`config.mk`:
```
export PLATFORM = sky130hd
export DESIGN_NAME = retire_unit
export DESIGN_NICKNAME = d
export VERILOG_FILES = /design/src/rtl/retire_unit.sv
export SDC_FILE = /design/constraint.sdc
export NUM_CORES = 1
export LEC_CHECK = 0
export ABC_CLOCK_PERIOD_IN_PS = 7300
export BUFFER_PORTS_ARGS = -buffer_cell sky130_fd_sc_hd__buf_4
export CORE_AREA = 5 5 93 138
export DETAILED_ROUTE_END_ITERATION = 7
export DIE_AREA = 0 0 98 143
export HOLD_SLACK_MARGIN = 0.06
export PLACE_DENSITY = 0.92
export SLEW_MARGIN = 20
export SYNTH_ARGS = -nofsm -noshare
export SYNTH_HDL_FRONTEND = slang
export SYNTH_SLANG_ARGS = --single-unit
```
`constraint.sdc`:
```
create_clock -name clk -period 7.3 [get_ports clk]
set_input_delay 1.095 -clock clk [delete_from_list [all_inputs] [get_ports clk]]
set_output_delay 1.095 -clock clk [all_outputs]
set_load 0.01 [all_outputs]
```
`src/rtl/retire_unit.sv`:
```
// retire_unit: writeback/retire stage behind execute.
//   Commits register writes and stores for instructions whose tag matches the
//   current stream tag. Instructions with any other tag are squashed. A taken
//   jump redirects fetch and advances the tag.
// Ports:
//   clk, reset         clock, asynchronous active-high reset
//   valid_in/ready_out handshake with execute (inputs held while stalled)
//   result0_in/1_in    data/link value, target/store address
//   jump_in, tag_in, we_in, rd_in, write_in  instruction attributes
//   reg_we/addr/data   register file write port (single-cycle pulse)
//   mem_write/address/data, mem_ack  store port; held until acknowledged
//   redirect/redirect_pc  fetch restart pulse and target
//   curr_tag           current stream tag
// Optional feature: define RETIRE_STATS_EN to add the retired_cnt and
//   squashed_cnt outputs.
module retire_unit #(
  parameter int unsigned TAG_W    = 4,
  parameter logic [31:0] RESET_PC = 32'h0
) (
  input  logic             clk,
  input  logic             reset,
  input  logic             valid_in,
  output logic             ready_out,
  input  logic [31:0]      result0_in,
  input  logic [31:0]      result1_in,
  input  logic             jump_in,
  input  logic [TAG_W-1:0] tag_in,
  input  logic             we_in,
  input  logic [4:0]       rd_in,
  input  logic [3:0]       write_in,
  output logic             reg_we,
  output logic [4:0]       reg_addr,
  output logic [31:0]      reg_data,
  output logic [3:0]       mem_write,
  output logic [31:0]      mem_address,
  output logic [31:0]      mem_data,
  input  logic             mem_ack,
  output logic             redirect,
  output logic [31:0]      redirect_pc,
  output logic [TAG_W-1:0] curr_tag
`ifdef RETIRE_STATS_EN
  ,
  output logic [31:0]      retired_cnt,
  output logic [31:0]      squashed_cnt
`endif
);

  typedef enum logic {IDLE = 1'b0, STORE = 1'b1} state_t;

  state_t           state_q, state_d;
  logic             ready_q, ready_d;
  logic             reg_we_q, reg_we_d;
  logic [4:0]       reg_addr_q, reg_addr_d;
  logic [31:0]      reg_data_q, reg_data_d;
  logic [3:0]       mem_write_q, mem_write_d;
  logic [31:0]      mem_address_q, mem_address_d;
  logic [31:0]      mem_data_q, mem_data_d;
  logic             redirect_q, redirect_d;
  logic [31:0]      redirect_pc_q, redirect_pc_d;
  logic [TAG_W-1:0] tag_q, tag_d;

  logic accept_c;
  logic live_c;

  assign accept_c = valid_in && ready_q;
  assign live_c   = accept_c && (tag_in == tag_q);

  // Next-state and output computation.
  always_comb begin
    state_d       = state_q;
    reg_we_d      = 1'b0;
    reg_addr_d    = reg_addr_q;
    reg_data_d    = reg_data_q;
    mem_write_d   = mem_write_q;
    mem_address_d = mem_address_q;
    mem_data_d    = mem_data_q;
    redirect_d    = 1'b0;
    redirect_pc_d = redirect_pc_q;
    tag_d         = tag_q;

    case (state_q)
      IDLE: begin
        if (live_c) begin
          if (we_in && (rd_in != 5'd0)) begin
            reg_we_d   = 1'b1;
            reg_addr_d = rd_in;
            reg_data_d = result0_in;
          end
          // Jump wins over a (malformed) simultaneous store.
          if (jump_in) begin
            redirect_d    = 1'b1;
            redirect_pc_d = result1_in;
            tag_d         = tag_q + TAG_W'(1);
          end else if (write_in != 4'd0) begin
            state_d       = STORE;
            mem_write_d   = write_in;
            mem_address_d = result1_in;
            mem_data_d    = result0_in;
          end
        end
      end
      STORE: begin
        if (mem_ack) begin
          state_d     = IDLE;
          mem_write_d = 4'd0;
        end
      end
      default: state_d = IDLE;
    endcase

    ready_d = (state_d == IDLE);
  end

  // State and output registers.
  always_ff @(posedge clk or posedge reset) begin
    if (reset) begin
      state_q       <= IDLE;
      ready_q       <= 1'b1;
      reg_we_q      <= 1'b0;
      reg_addr_q    <= 5'd0;
      reg_data_q    <= 32'd0;
      mem_write_q   <= 4'd0;
      mem_address_q <= 32'd0;
      mem_data_q    <= 32'd0;
      redirect_q    <= 1'b0;
      redirect_pc_q <= RESET_PC;
      tag_q         <= '0;
    end else begin
      state_q       <= state_d;
      ready_q       <= ready_d;
      reg_we_q      <= reg_we_d;
      reg_addr_q    <= reg_addr_d;
      reg_data_q    <= reg_data_d;
      mem_write_q   <= mem_write_d;
      mem_address_q <= mem_address_d;
      mem_data_q    <= mem_data_d;
      redirect_q    <= redirect_d;
      redirect_pc_q <= redirect_pc_d;
      tag_q         <= tag_d;
    end
  end

  assign ready_out   = ready_q;
  assign reg_we      = reg_we_q;
  assign reg_addr    = reg_addr_q;
  assign reg_data    = reg_data_q;
  assign mem_write   = mem_write_q;
  assign mem_address = mem_address_q;
  assign mem_data    = mem_data_q;
  assign redirect    = redirect_q;
  assign redirect_pc = redirect_pc_q;
  assign curr_tag    = tag_q;

`ifdef RETIRE_STATS_EN
  logic [31:0] retired_cnt_q, retired_cnt_d;
  logic [31:0] squashed_cnt_q, squashed_cnt_d;

  // Accept statistics; both wrap naturally.
  always_comb begin
    retired_cnt_d  = retired_cnt_q;
    squashed_cnt_d = squashed_cnt_q;
    if (live_c) begin
      retired_cnt_d = retired_cnt_q + 32'd1;
    end else if (accept_c) begin
      squashed_cnt_d = squashed_cnt_q + 32'd1;
    end
  end

  always_ff @(posedge clk or posedge reset) begin
    if (reset) begin
      retired_cnt_q  <= 32'd0;
      squashed_cnt_q <= 32'd0;
    end else begin
      retired_cnt_q  <= retired_cnt_d;
      squashed_cnt_q <= squashed_cnt_d;
    end
  end

  assign retired_cnt  = retired_cnt_q;
  assign squashed_cnt = squashed_cnt_q;
`endif

endmodule

```
* Yosys cells after proc, flatten, opt, wreduce, memory -nomap -nowiden *
Index checks and enable logic that the tools add are counted.

storage, ports and cells
  output and inout port bits = 144
  bits of input ports = 83
  word-level logic and storage cells = 45
  bits in registers = 145

cells by class
  multiplexer cells = 16
  reductions and logical operators = 9
  bitwise logic cells = 3
  equality and inequality tests = 5
  add/sub/neg operators = 1

operators by type and width
  kind                                                           number
  4-bit 2-to-1 mux                                               4
  1-bit 2-to-1 mux                                               10
  2-bit != test, second input constant                           4
  4-bit one-hot mux with 2 select lines                          1
  4-bit AND reduction                                            2
  3-bit AND reduction                                            2
  5-bit nonzero test                                             1
  4-bit by 1-bit adder with 4-bit output, second input constant  1
  4-bit equality test                                            1
  4-bit nonzero test                                             1
  1-bit logical AND                                              3
  1-bit NOT                                                      3
  1-bit one-hot mux with 2 select lines                          1

* Longest topological paths before layout *
  word-level depth = 6
  mapped depth = 6
  depth with buffers taken out = 4

* Least setup slack after synthesis *
No wires, ideal clock.

  kind = input-to-reg
  from = in tag_in[3]
  to = reg mem_address_q[0] (netlist: mem_address[0])
  setup slack = 4.662 ns
  stages = 6
  library setup time = 0.125 ns
  arrival = 2.513 ns
  buffers on the path = 2
  required time = 7.175 ns
  path through = xnor2_1 -> nand3_1 -> or4_4 -> buf_6 -> buf_12 -> mux2_4

on the way
  cells in the longest elaborated chain, start to end = 3

RTL lines
  item                                  line  text
  from (decl)                           27    input logic [TAG_W-1:0] tag_in,
  4-bit equality test                   66    assign live_c = accept_c && (tag_in == tag_q);
  1-bit logical AND                     66
  4-bit AND reduction (no source line)  n/a
  to (signal assigned)                  135   mem_address_q <= mem_address_d;
  to (decl)                             56    logic [31:0] mem_address_q, mem_address_d;

Every way passes these cells.
A chain may end at the register's enable or synchronous reset.

* Worst setup path in the final report *
  from = in tag_in[1]
  to = reg mem_address_q[25] (netlist: mem_address[25])

The elaborated chain is that of the path after synthesis.

==> reports/results.txt <==
Syn Nets: 416
GR Layer Usage met2: 35.61%
P per Cell Area: 449.7 nW/um^2
CTS tree: done
first-pass GRT wire length: 22210 um
most frequent cell after synthesis: dfrtp_1
n_diodes: 0
final design utilization: 71.63%
Setup WS pre-CTS: 3697 ps
Syn-to-layout area delta: 41.13%
Setup CP Type: primary input to flip-flop
antenna violations before repair: 0
Syn Std Cell Area: 5822 sq um
post-route ant nets: 0
Final Worst Setup Slack: 4143 ps
critical path data required time: 7580 ps
startpoint types: primary input
CP Max Fanout: 51
Synth area leaders: dfrtp_1 (62%), mux2_4 (17%), mux2_2 (14%)
clock sink count: 145
Routed Wire Length: 14250 um
Vias/cell: 5.098
clock group share of total power: 25.4%
Ys Warns: 0
Mapped Cells: 332
reg2reg start: curr_tag[1]$_DFFE_PP0P_
worst reg2reg setup slack: 4450 ps
number of buffers created by CTS: 17
unrepaired setup endpoints after global routing: false
async set-or-reset flop fraction in the synthesized netlist: 100.0%
Psw: 1.071 mW
Final setup viols: 0
P_int: 2.624 mW
GR Overflow Total: 0
Sw Ratio: 28.98%
fill count: 751
vias in the first global route: 4205
CP endpoint kind: flip-flop
largest net degree at the start of global routing: 80
# DRC: 0
unique cell type count in the Yosys netlist: 27
Main synth FF type: dfrtp_1
die height: 143 um
post-synth top area cell: dfrtp_1
sequential cell area fraction in the yosys report: 62.35%
post-CTS setup buffer count: 0
#FFs+latches synth: 145
post-CTS sizing: 0
hold_buf cts: 0
Initial Util: 50.75%
grt peak-use layer: met2
Reg2Reg Capture Point: mem_address[25]$_DFFE_PP0P_
TritonRoute pass-1 iters: 4
DR WL/cell: 19.57 um
share of power burned in combinational logic: 36.4%
CTS Root Buffer Type: clkbuf_16
fin crit period: 3157 ps
Critical Path Start: tag_in[1]
commonest cells in the netlist: dfrtp_1 (144), mux2_2 (70), mux2_4 (64)
final estimated routing congestion in global placement: 0.8094
via count: 3711
Hold Fails Final Rpt: 0
gr usage total: 20.49%
Bufs on Longest Clock Path: 2
sequential power share: 38.3%
# H-tree levels: 4
met1 usage: 22.26%
share of cells above drive strength 1: 69.20%
cells on worst reg2reg path: 5
# rows: 48
Achievable Freq: 316.7 MHz
VDD IR-drop max: 0.2515 mV
MaxCap Viol Count: 0
Fin Setup TNS: 0 ps
Tcrit/Tclk final: 43.25%
Synth top area share: 61.90%
I/O Buffers: 226
Final Max Tran Viols: 0
clk slew on worst S/H paths: 60 ps
Post-synth EDFFs: 0
class of the worst hold path: flip-flop to flip-flop
drt first-iter violations: 60
Core ar.: 11470 sq um
Leakage: 4.429 nW
count of nets after finishing: 650
I/O pin cnt: 227
worst slew pin tran: 971.5 ps
Final Skew: 9.715 ps
Tot Pwr: 3.695 mW
die area: 14010 sq um
Slew HR: 35.23%
crit path to: mem_address[25]$_DFFE_PP0P_
worst path arrival time: 3430 ps
Avg Cell Area, Syn: 17.54 sq um
die width: 98 um
outcome: completed
DPL Wire Length: 10470 um
met3 GRT Util: 7.527%
clock latency on the worst-skew pair: 400 ps
-- per-layer routing --
layer | wire length, um | part of all wire (%) | vias to the layer above
met5 | 0 | 0 | -
met4 | 468 | 3.3 | 0
met3 | 1101 | 7.7 | 37
met2 | 7725 | 54 | 166
met1 | 4953 | 35 | 1873
li1 | - | - | 1635
-- registers in the layout, summed over array words and instances, names as in the netlist --
name         flops
mem_address     32
mem_data        32
redirect_pc     32
reg_data        32
reg_addr         5
curr_tag         4
mem_write        4
ready_out        1
redirect         1
reg_we           1
state_q          1
-- cells by family (layout without fill, tap and decap cells) --
family          count (synthesis)  after routing  share of synthesized area [%]
simple gates                   17             17                          1.784
compound gates                  2              2                         0.2149
xor+xnor                        7              7                          1.053
buf+inv                        22            268                          3.653
fa+ha+maj                       1              1                         0.2149
mux                           138            138                          30.73
flops                         145            145                          62.35
-- worst max-delay path, cell delays in order --
cell,delay [ps]
buf_4,110
xnor2_1,140
nand3_1,310
or4_4,810
buf_4,490
mux2_4,420
-- final cells by class --
type / count / area, sq um / share of cell area (%)
inverters: 7 / 31.28 / 0.3807
flip-flops and latches: 145 / 3630 / 44.18
repair buffers: 230 / 1730 / 21.06
clock buffers: 23 / 498.0 / 6.061
multi-input cells: 165 / 1992 / 24.24
well taps: 150 / 187.7 / 2.284
clock inverters: 8 / 147.6 / 1.797
-- layout by cell type, fill, tap and decap left out --
cell       instances
mux2_2            70
buf_4            229
mux2_4            64
nand4_1            1
nor4b_2            1
or4_4              1
nor3_1             2
inv_6              3
nor4_1             1
dfrtp_1          144
clkinv_2           2
mux2i_1            4
nand3_1            1
or4_1              1
buf_6              1
o21ai_0            1
xor2_1             3
o21a_1             1
dfstp_2            1
nor2_1             1
inv_1              6
clkbuf_8           5
clkbuf_16         17
clkbuf_1           1
ha_1               1
nand4_2            1
xnor2_1            4
nand2_1            6
nor3_4             1
bufinv_16          4
-- per-stage QoR --
step,hold WS (ps),std cells,instance area [sq um]
detailed placement,497.3,697,7567
finish,506.3,728,8217
CTS,511.1,728,8213
global route,522.8,728,8217
global placement,491.0,697,7567
floorplan,538.4,332,5822
-- power by group through the flow --
stage | Clock (mW) | Sequential [mW] | Combinational (mW)
2_1_floorplan | 0 | 1.54 | 0.459
3_3_place_gp | 0 | 1.40 | 1.31
3_5_place_dp | 0 | 1.42 | 1.36
4_1_cts | 0.955 | 1.42 | 1.37
5_1_grt | 0.992 | 1.46 | 1.43
6_report | 0.937 | 1.41 | 1.34
-- how the worst min path moves through the flow --
stage	start	endpoint	cells after the start
after floorplan	curr_tag[3]$_DFFE_PP0P_	curr_tag[3]$_DFFE_PP0P_	1
after global placement	redirect_pc[21]$_DFFE_PP0P_	redirect_pc[21]$_DFFE_PP0P_	1
after detailed placement	reg_data[10]$_DFFE_PP0P_	reg_data[10]$_DFFE_PP0P_	1
after CTS	reg_data[6]$_DFFE_PP0P_	reg_data[6]$_DFFE_PP0P_	1
after global routing	redirect_pc[22]$_DFFE_PP0P_	redirect_pc[22]$_DFFE_PP0P_	1
final	reg_data[21]$_DFFE_PP0P_	reg_data[21]$_DFFE_PP0P_	1
No activity file was read; power rests on OpenSTA's default activity.
